### src/rtl/wave_pkg.sv
// Shared definitions for the waveform renderer and the capture side.
package wave_pkg;

  typedef enum logic {
    OUTSIDE = 1'b0,
    DRAWING = 1'b1
  } wave_state_e;

  // Waveform window: 512 columns x 512 rows in the top-left of the display.
  localparam logic [10:0] WAVE_COLS = 11'd512;
  localparam logic [9:0]  WAVE_ROWS = 10'd512;

  localparam logic [7:0] COLOR_LIT   = 8'hFF;
  localparam logic [7:0] COLOR_UNLIT = 8'h00;

endpackage

### src/rtl/wave_line_compare.sv
// Decides whether a display level falls between two adjacent samples.
module wave_line_compare (
  input  logic [7:0] prev,
  input  logic [7:0] cur,
  input  logic [7:0] row,
  output logic       lit
);

  logic [7:0] lo;
  logic [7:0] hi;

  // Order the two samples and test the row against the closed range.
  always_comb begin
    lo  = (prev < cur) ? prev : cur;
    hi  = (prev < cur) ? cur  : prev;
    lit = (row >= lo) && (row <= hi);
  end

endmodule

### src/rtl/wave_render.sv
// Renders one RAM half of 8-bit samples as a white trace in a 512x512 window.
module wave_render
  import wave_pkg::*;
(
  input  logic        clk,
  input  logic        reset,
  input  logic [10:0] x,
  input  logic [9:0]  y,
  input  logic        valid,
  input  logic        read_index,
  input  logic [7:0]  read_value,
  output logic [8:0]  read_address,
  output logic        wave_display_idle,
  output logic        valid_pixel,
  output logic [7:0]  r,
  output logic [7:0]  g,
  output logic [7:0]  b
);

  wave_state_e state_q;
  logic        disp_index_q;

  logic        entry;
  logic        in_window;
  logic        drawing;

  // Stage-1 copies of the pixel coordinates; only y[8:1] selects a level.
  logic        valid1_q;
  logic        win1_q;
  logic        draw1_q;
  logic [8:0]  x1_q;
  logic [7:0]  yh1_q;

  logic [7:0]  prev_q;
  logic [7:0]  prev_sel;
  logic [7:0]  row;
  logic        cmp_lit;
  logic [7:0]  color_d;

  logic        valid_pixel_q;
  logic [7:0]  color_q;

  assign entry             = (state_q == OUTSIDE) && valid && (x == '0) && (y == '0);
  // The entry cycle addresses the freshly latched half before disp_index_q updates.
  assign read_address      = {entry ? read_index : disp_index_q, x[8:1]};
  assign wave_display_idle = (state_q == OUTSIDE);
  assign in_window         = (x < WAVE_COLS) && (y < WAVE_ROWS);
  // Pixels scanned before a frame entry (e.g. after a mid-frame reset) stay dark.
  assign drawing           = (state_q == DRAWING) || entry;

  // Frame FSM: enter at the origin pixel, leave on the first row past the window.
  always_ff @(posedge clk or posedge reset) begin
    if (reset) begin
      state_q      <= OUTSIDE;
      disp_index_q <= 1'b0;
    end else begin
      case (state_q)
        OUTSIDE: if (entry) begin
          state_q      <= DRAWING;
          disp_index_q <= read_index;
        end
        DRAWING: if (valid && y[9]) state_q <= OUTSIDE;
        default: state_q <= OUTSIDE;
      endcase
    end
  end

  // Stage 1: align pixel context with the synchronous RAM read.
  always_ff @(posedge clk or posedge reset) begin
    if (reset) begin
      valid1_q <= 1'b0;
      win1_q   <= 1'b0;
      draw1_q  <= 1'b0;
      x1_q     <= '0;
      yh1_q    <= '0;
    end else begin
      valid1_q <= valid;
      win1_q   <= in_window;
      draw1_q  <= drawing;
      x1_q     <= x[8:0];
      yh1_q    <= y[8:1];
    end
  end

  // Remember the sample shown on the second column of each sample pair.
  always_ff @(posedge clk or posedge reset) begin
    if (reset) begin
      prev_q <= '0;
    end else if (valid1_q && x1_q[0]) begin
      prev_q <= read_value;
    end
  end

  // Select the neighbour sample and convert the row to a level (top = 255).
  always_comb begin
    prev_sel = (x1_q[8:1] == '0) ? read_value : prev_q;
    row      = 8'd255 - yh1_q;
    color_d  = (valid1_q && win1_q && draw1_q && cmp_lit) ? COLOR_LIT : COLOR_UNLIT;
  end

  wave_line_compare u_cmp (
    .prev (prev_sel),
    .cur  (read_value),
    .row  (row),
    .lit  (cmp_lit)
  );

  // Output register: colour and valid two cycles after the pixel coordinates.
  always_ff @(posedge clk or posedge reset) begin
    if (reset) begin
      valid_pixel_q <= 1'b0;
      color_q       <= COLOR_UNLIT;
    end else begin
      valid_pixel_q <= valid1_q;
      color_q       <= color_d;
    end
  end

  assign valid_pixel = valid_pixel_q;
  assign r           = color_q;
  assign g           = color_q;
  assign b           = color_q;

endmodule
### config.mk
export PLATFORM = sky130hd
export DESIGN_NAME = wave_render
export DESIGN_NICKNAME = d
export VERILOG_FILES = /design/src/rtl/wave_pkg.sv /design/src/rtl/wave_line_compare.sv /design/src/rtl/wave_render.sv
export SDC_FILE = /design/constraint.sdc
export NUM_CORES = 1
export LEC_CHECK = 0
export BUFFER_PORTS_ARGS = -buffer_cell sky130_fd_sc_hd__buf_2
export CORE_ASPECT_RATIO = 0.7
export CORE_UTILIZATION = 46
export DETAILED_ROUTE_END_ITERATION = 10
export HOLD_SLACK_MARGIN = 0.05
export PLACE_DENSITY = 0.86
export SLEW_MARGIN = 5
export SYNTH_ARGS = -nofsm -noshare
export SYNTH_HDL_FRONTEND = slang
export SYNTH_HIERARCHICAL = 1
export SYNTH_SLANG_ARGS = --single-unit
### constraint.sdc
create_clock -name clk -period 4.1 [get_ports clk]
set_input_delay 0.82 -clock clk [delete_from_list [all_inputs] [get_ports clk]]
set_output_delay 0.82 -clock clk [all_outputs]
set_load 0.01 [all_outputs]
## Yosys cells after proc, flatten, opt, wreduce, memory -nomap -nowiden

Index checks and enable logic that the tools add are counted.

- Multiplexer cells: 8
- Reduce and logical (&&, ||, !) cells: 14
- Add/subtract/negate cells: 1
- Magnitude comparators: 5
- Bitwise operators: 1

Operators with widths:

| kind | number |
|---|---|
| 8-bit 2-to-1 mux | 4 |
| 11-bit zero test | 1 |
| 11-bit by 10-bit less-than comparator with 1-bit output (second input constant) | 1 |
| 1-bit logical AND | 10 |
| 10-bit zero test | 1 |
| 10-bit less-than comparator (second input constant) | 1 |
| 8-bit >= comparator | 1 |
| 8-bit <= comparator | 1 |
| 8-bit zero test | 1 |
| 8-bit less-than comparator | 1 |
| 8-bit subtractor (first input constant) | 1 |
| 1-bit 2-to-1 mux | 3 |
| 1-bit case mux with 2 select lines | 1 |
| 1-bit logical OR | 1 |
| 1-bit NOT | 1 |

- Register bits: 39
- Input bits: 33
- Logic and storage cells: 39
- Output and inout port bits: 35

## Depth between registers and ports, before layout

- Word-level depth: 8
- Mapped depth: 15
- Gate-level depth less buffers: 14

## Modules after synthesis

Netlist, hierarchy kept.

Modules (own cells, without submodules):

| module | area each (µm²) | seq. area each (µm²) | times used | cells an instance |
|---|---|---|---|---|
| wave_render | 1426.4 | 800.8 | 1 | 107 |
| wave_line_compare | 714.4 | 0.0 | 1 | 80 |

## Worst setup path before layout

Ideal clock, no wire load.

- Path type: register to register
- Start: register x1_q[2]
- End: register color_q[3], in the netlist b[3]
- Required time: 3980 ps
- Library setup time: 120 ps
- Buffers on the path: 1
- Arrival: 3730 ps
- Period minus slack after synthesis: 3850 ps
- Cell stages (with the launch flop): 16
- Slack: 250 ps
- Cell sequence: dfrtp_1 -> nor4_2 -> nand2_2 -> mux2_4 -> ha_1 -> a211oi_1 -> nor2_8 -> a211oi_4 -> buf_8 -> mux2i_1 -> ha_1 -> o21ai_0 -> a21oi_1 -> o31ai_1 -> a32oi_1 -> and4_1

- Cells in the longest elaborated chain, start to end: 8

RTL lines:

| what | line | source |
|---|---|---|
| start, declared | wave_render.sv:31 | `logic [8:0] x1_q;` |
| start signal, assigned | wave_render.sv:80 | `x1_q <= x[8:0];` |
| 8-bit zero test (*) | wave_render.sv:96 | `prev_sel = (x1_q[8:1] == '0) ? read_value : prev_q;` |
| 8-bit 2-to-1 mux (*) | wave_render.sv:96 |  |
| named net prev_sel[5] | wave_render.sv:35 | `logic [7:0] prev_sel;` |
| 8-bit less-than comparator | wave_line_compare.sv:14, wave_line_compare.sv:15 |  |
| 8-bit 2-to-1 mux, on equally long branches | wave_line_compare.sv:14, wave_line_compare.sv:15 |  |
| 8-bit >= comparator / 8-bit <= comparator (equally long branches) | wave_line_compare.sv:16 | `lit = (row >= lo) && (row <= hi);` |
| 1-bit logical AND (*) | wave_line_compare.sv:16 |  |
| named net cmp_lit | wave_render.sv:37 | `logic cmp_lit;` |
| 1-bit logical AND (*) | wave_render.sv:98 | `color_d = (valid1_q && win1_q && draw1_q && cmp_lit) ? COLOR_LIT : COLOR_UNLIT;` |
| 8-bit 2-to-1 mux (*) | wave_render.sv:98 |  |
| end signal, assigned | wave_render.sv:115 | `color_q <= color_d;` |
| end, declared | wave_render.sv:41 | `logic [7:0] color_q;` |

Mark *: on every way through the listed nets, which the timed path passes. The rest lies on a longest branch.
A chain may end at the register's enable or synchronous reset.

## Final worst setup path

- Start: register x1_q[5]
- End: register color_q[3], in the netlist b[3]

Same word-level chain as after synthesis.

==> report_table.html <==
<table>
<tr><th>Metric</th><th>Value</th></tr>
<tr><th colspan="2">Status</th></tr>
<tr><td>Run status</td><td>finished clean</td></tr>
<tr><th colspan="2">Worst setup path</th></tr>
<tr><td>Critical Path Fanout Max</td><td>8</td></tr>
<tr><td>Setup crit start kind</td><td>flop</td></tr>
<tr><td>CP bufs+invs</td><td>2</td></tr>
<tr><td>Standard cell with the maximum stage delay on the critical path</td><td>sky130_fd_sc_hd__a2111o_1</td></tr>
<tr><td>Worst endpoint data arrival time</td><td>4.19 ns</td></tr>
<tr><td>Sort of element at the end of the critical path</td><td>flop</td></tr>
<tr><td>Kind of cell adding the most delay to the critical path</td><td>compound AO/OA/AOI/OAI gates</td></tr>
<tr><td>Worst Path Class, Setup</td><td>flop to flop</td></tr>
<tr><td>Sequence of cells on the critical path</td><td>nor4_2 &gt; nand2_2 &gt; buf_6 &gt; mux2_4 &gt; ha_4 &gt; a2111o_1 &gt; a211oi_4 &gt; buf_4 &gt; mux2i_1 &gt; ha_1 &gt; a211o_1 &gt; o211ai_1 &gt; nand4_1 &gt; a32oi_1 &gt; and4_1</td></tr>
<tr><td>Required time worst endpoint</td><td>4.32 ns</td></tr>
<tr><td>Slowest cell delay on critical path</td><td>0.38 ns</td></tr>
<tr><th colspan="2">GRT</th></tr>
<tr><td>Gr usage total</td><td>0.187</td></tr>
<tr><td>Number of global-route vias before repair</td><td>1,415</td></tr>
<tr><td>Global-route wire length before repair</td><td>6760 um</td></tr>
<tr><td>Antenna violations before repair</td><td>0</td></tr>
<tr><td>Remaining global-route overflow</td><td>0</td></tr>
<tr><td>Maximum number of pins on one net before global-route repair</td><td>27</td></tr>
<tr><th colspan="2">Floorplanning</th></tr>
<tr><td>Placement Rows</td><td>20</td></tr>
<tr><td>Die H</td><td>59.1 um</td></tr>
<tr><td>Overall die area</td><td>0.00494 sq mm</td></tr>
<tr><td>Core region area</td><td>0.00440 sq mm</td></tr>
<tr><td>Boundary pin count</td><td>68</td></tr>
<tr><td>Starting density of the core</td><td>0.486</td></tr>
<tr><td>Die outline width</td><td>83.5 um</td></tr>
<tr><th colspan="2">STA</th></tr>
<tr><td>Actual slew at the worst max-slew pin</td><td>0.468 ns</td></tr>
<tr><td>Worst clock skew</td><td>0.00604 ns</td></tr>
<tr><td>Worst rel slew slack</td><td>0.688</td></tr>
<tr><td>RSZ-0062 raised after global routing</td><td>yes</td></tr>
<tr><td>Crit path setup slack, layout</td><td>0.130 ns</td></tr>
<tr><td>Hold violation total from the final report</td><td>0</td></tr>
<tr><td>Number of pins exceeding their max-slew limit in the final report</td><td>0</td></tr>
<tr><td>Portion of the clock cycle consumed by the worst path in the final layout</td><td>0.968</td></tr>
<tr><td>Min cycle time layout</td><td>3.97 ns</td></tr>
<tr><td>Finish-stage setup viols</td><td>0</td></tr>
<tr><td>Achievable Freq</td><td>252 MHz</td></tr>
<tr><td>WHS</td><td>0.402 ns</td></tr>
<tr><th colspan="2">Cells and area</th></tr>
<tr><td>Most frequent cells in the layout</td><td>67 x sky130_fd_sc_hd__buf_2, 32 x sky130_fd_sc_hd__dfrtp_1, 20 x sky130_fd_sc_hd__inv_1</td></tr>
<tr><td>Final-layout fill cell count</td><td>366</td></tr>
<tr><td>Post-route core utilization</td><td>0.586</td></tr>
<tr><td>Share of post-route cells with drive strength above 1</td><td>0.484</td></tr>
<tr><td>Nets</td><td>299</td></tr>
<tr><td>Most common cell after layout, fill and taps aside</td><td>sky130_fd_sc_hd__buf_2</td></tr>
<tr><td>Diodes inserted</td><td>0</td></tr>
<tr><td>Synthesis-to-layout area growth</td><td>20.6%</td></tr>
<tr><td>Total non-filler cell area in the finished layout</td><td>0.00258 sq mm</td></tr>
<tr><th colspan="2">Place</th></tr>
<tr><td>Placement-stage worst setup slack</td><td>0.138 ns</td></tr>
<tr><td>Final HPWL DP</td><td>3310 um</td></tr>
<tr><td>Area after DPL</td><td>0.00233 sq mm</td></tr>
<tr><td>Quantity of I/O buffers inserted on ports</td><td>67</td></tr>
<tr><td>Routability congestion estimate from global placement</td><td>0.872</td></tr>
<tr><th colspan="2">Detailed routing</th></tr>
<tr><td>Via total after detailed routing</td><td>1,530</td></tr>
<tr><td>Number of design rule violations left after detail routing</td><td>0</td></tr>
<tr><td>Iteration count of the initial detailed-routing pass</td><td>4</td></tr>
<tr><td>Post-DR vias/cell</td><td>5.12</td></tr>
<tr><td>Detailed router's first-iteration violation count</td><td>74</td></tr>
<tr><td>Final routed wire length divided by cell count</td><td>14.7 um</td></tr>
<tr><td>Total routed wirelength</td><td>4410 um</td></tr>
<tr><td>Antenna-violating nets left</td><td>0</td></tr>
<tr><th colspan="2">Yosys</th></tr>
<tr><td>Yosys cell types</td><td>36</td></tr>
<tr><td>Synthesized Nets</td><td>243</td></tr>
<tr><td>Register area share after synthesis</td><td>0.374</td></tr>
<tr><td>Synthesized area</td><td>0.00214 sq mm</td></tr>
<tr><td>Number of flops mapped to enable cells by yosys</td><td>0</td></tr>
<tr><td>Post-synthesis async set-or-reset flop share</td><td>1.00</td></tr>
<tr><td>Most used DFF post-synth</td><td>sky130_fd_sc_hd__dfrtp_1</td></tr>
<tr><td>Seq cells post-synth</td><td>32</td></tr>
<tr><td>Synth warn</td><td>6</td></tr>
<tr><td>Avg Cell Area, Syn</td><td>11.4 sq um</td></tr>
<tr><td>Syn Inst Count</td><td>187</td></tr>
<tr><th colspan="2">Power</th></tr>
<tr><td>Lkg Pwr</td><td>1.41 nW</td></tr>
<tr><td>Cell Pwr Density</td><td>368 mW/mm^2</td></tr>
<tr><td>Sum of internal, switching and leakage power</td><td>0.950 mW</td></tr>
<tr><td>Worst IR Drop VDD</td><td>282 uV</td></tr>
<tr><th colspan="2">Clock tree</th></tr>
<tr><td>Clock latency of the later-clocked register in the worst-skew pair</td><td>0.29 ns</td></tr>
<tr><td>Number of buffers created by CTS</td><td>5</td></tr>
<tr><td>H-tree depth</td><td>2</td></tr>
<tr><td>Total number of clock tree sinks</td><td>32</td></tr>
<tr><td>Post-CTS clock slew at the launch and capture registers of the worst setup and hold paths</td><td>0.06 ns</td></tr>
<tr><td>Buffers from clock root to sink, at most</td><td>2</td></tr>
<tr><td>CTS tree</td><td>built</td></tr>
<tr><td>Clock tree root buffer cell</td><td>sky130_fd_sc_hd__clkbuf_8</td></tr>
<tr><th colspan="2">Hold path</th></tr>
<tr><td>Path class of the lowest-slack min-delay path</td><td>flop to flop</td></tr>
<tr><th colspan="2">Flow run</th></tr>
<tr><td>Maximum capacitance violations</td><td>0</td></tr>
</table>
[cells by family after synthesis]
group	synth area share
buffers and inverters	0.151
flip-flops	0.374
AND/OR/NAND/NOR	0.0906
multiplexers	0.185
AO/OA/AOI/OAI	0.0655
adder cells (fa/ha/maj)	0.134
[flip-flops by register name, summed over array words and instances, names as in the netlist]
signal / flops
state_q: 1
win1_q: 1
valid1_q: 1
prev_q: 8
x1_q: 9
valid_pixel: 1
b: 1
disp_index_q: 1
draw1_q: 1
yh1_q: 8
[timing repair]
action                     4_1_cts  5_1_grt
setup buffers                    0        9
hold buffers                     0        0
gates resized for setup          0       13
setup endpoints to repair        0        1
[Yosys cell counts (2+ instances only)]
library cell                n  area (sq um)
sky130_fd_sc_hd__a21oi_1    4          20.0
sky130_fd_sc_hd__buf_4     31           233
sky130_fd_sc_hd__dfrtp_1   32           801
sky130_fd_sc_hd__ha_1      23           288
sky130_fd_sc_hd__inv_1     20          75.1
sky130_fd_sc_hd__mux2_1     4          45.0
sky130_fd_sc_hd__mux2_2     8          90.1
sky130_fd_sc_hd__mux2_4     8           120
sky130_fd_sc_hd__mux2i_1   14           140
sky130_fd_sc_hd__nand2_1    2          7.51
sky130_fd_sc_hd__nand4_1    6          37.5
sky130_fd_sc_hd__nor2_1     4          15.0
sky130_fd_sc_hd__nor4_1     3          18.8
sky130_fd_sc_hd__nor4_2     3          37.5
sky130_fd_sc_hd__o211ai_1   2          15.0
sky130_fd_sc_hd__o21ai_0    3          15.0
[power by group]
part	total [mW]	internal, mW	switching (mW)
Clock	0.294	0.180	0.114
Combinational	0.308	0.157	0.152
Sequential	0.347	0.337	0.00943
Total	0.950	0.674	0.276
[worst reg2reg max path: cells and delay by family (launching register included)]
| family | cells | cell delay [ns] |
|---|---|---|
| AND/OR/NAND/NOR | 4 | 0.86 |
| buffers and inverters | 2 | 0.37 |
| flip-flops | 1 | 0.37 |
| multiplexers | 2 | 0.53 |
| adder cells (fa/ha/maj) | 2 | 0.45 |
| AO/OA/AOI/OAI | 5 | 1.34 |
[stage by stage]
step	instances	TNS [ns]
3_5_place_dp	282	0
6_report	299	0
3_3_place_gp	282	0
5_1_grt	299	-0.0929
2_1_floorplan	187	0
4_1_cts	290	0
[final cells by class]
cell class	instances	area (sq um)	area share
multi-input cells	103	1070	0.414
flip-flops and latches	32	801	0.310
repair buffers	81	459	0.178
inverters	20	75.1	0.0291
clock buffers	6	72.6	0.0281
well taps	55	68.8	0.0267
clock inverters	2	35.0	0.0136
[worst paths after layout]
kind                       startpoint     endpoint  slack, ns  cells after the start
setup / recovery              x1_q[5]         b[3]       0.13                     15
hold / removal               valid1_q  valid_pixel       0.40                      0
setup reg to reg              x1_q[5]         b[3]       0.13                     15
hold reg to reg              valid1_q  valid_pixel       0.40                      0
max in group asynchronous       reset  valid_pixel       3.03                      3
min in group asynchronous       reset    prev_q[7]       0.45                      2
[routing by layer]
metal  GRT usage  up-vias  routed length [um]
met5           0        -                   0
met4      0.0799        0                  56
met3      0.0557        6                 258
met2       0.289       58                2030
met1       0.249      723                2060
li1            -      743                   -
No activity file was read; power rests on OpenSTA's default activity.
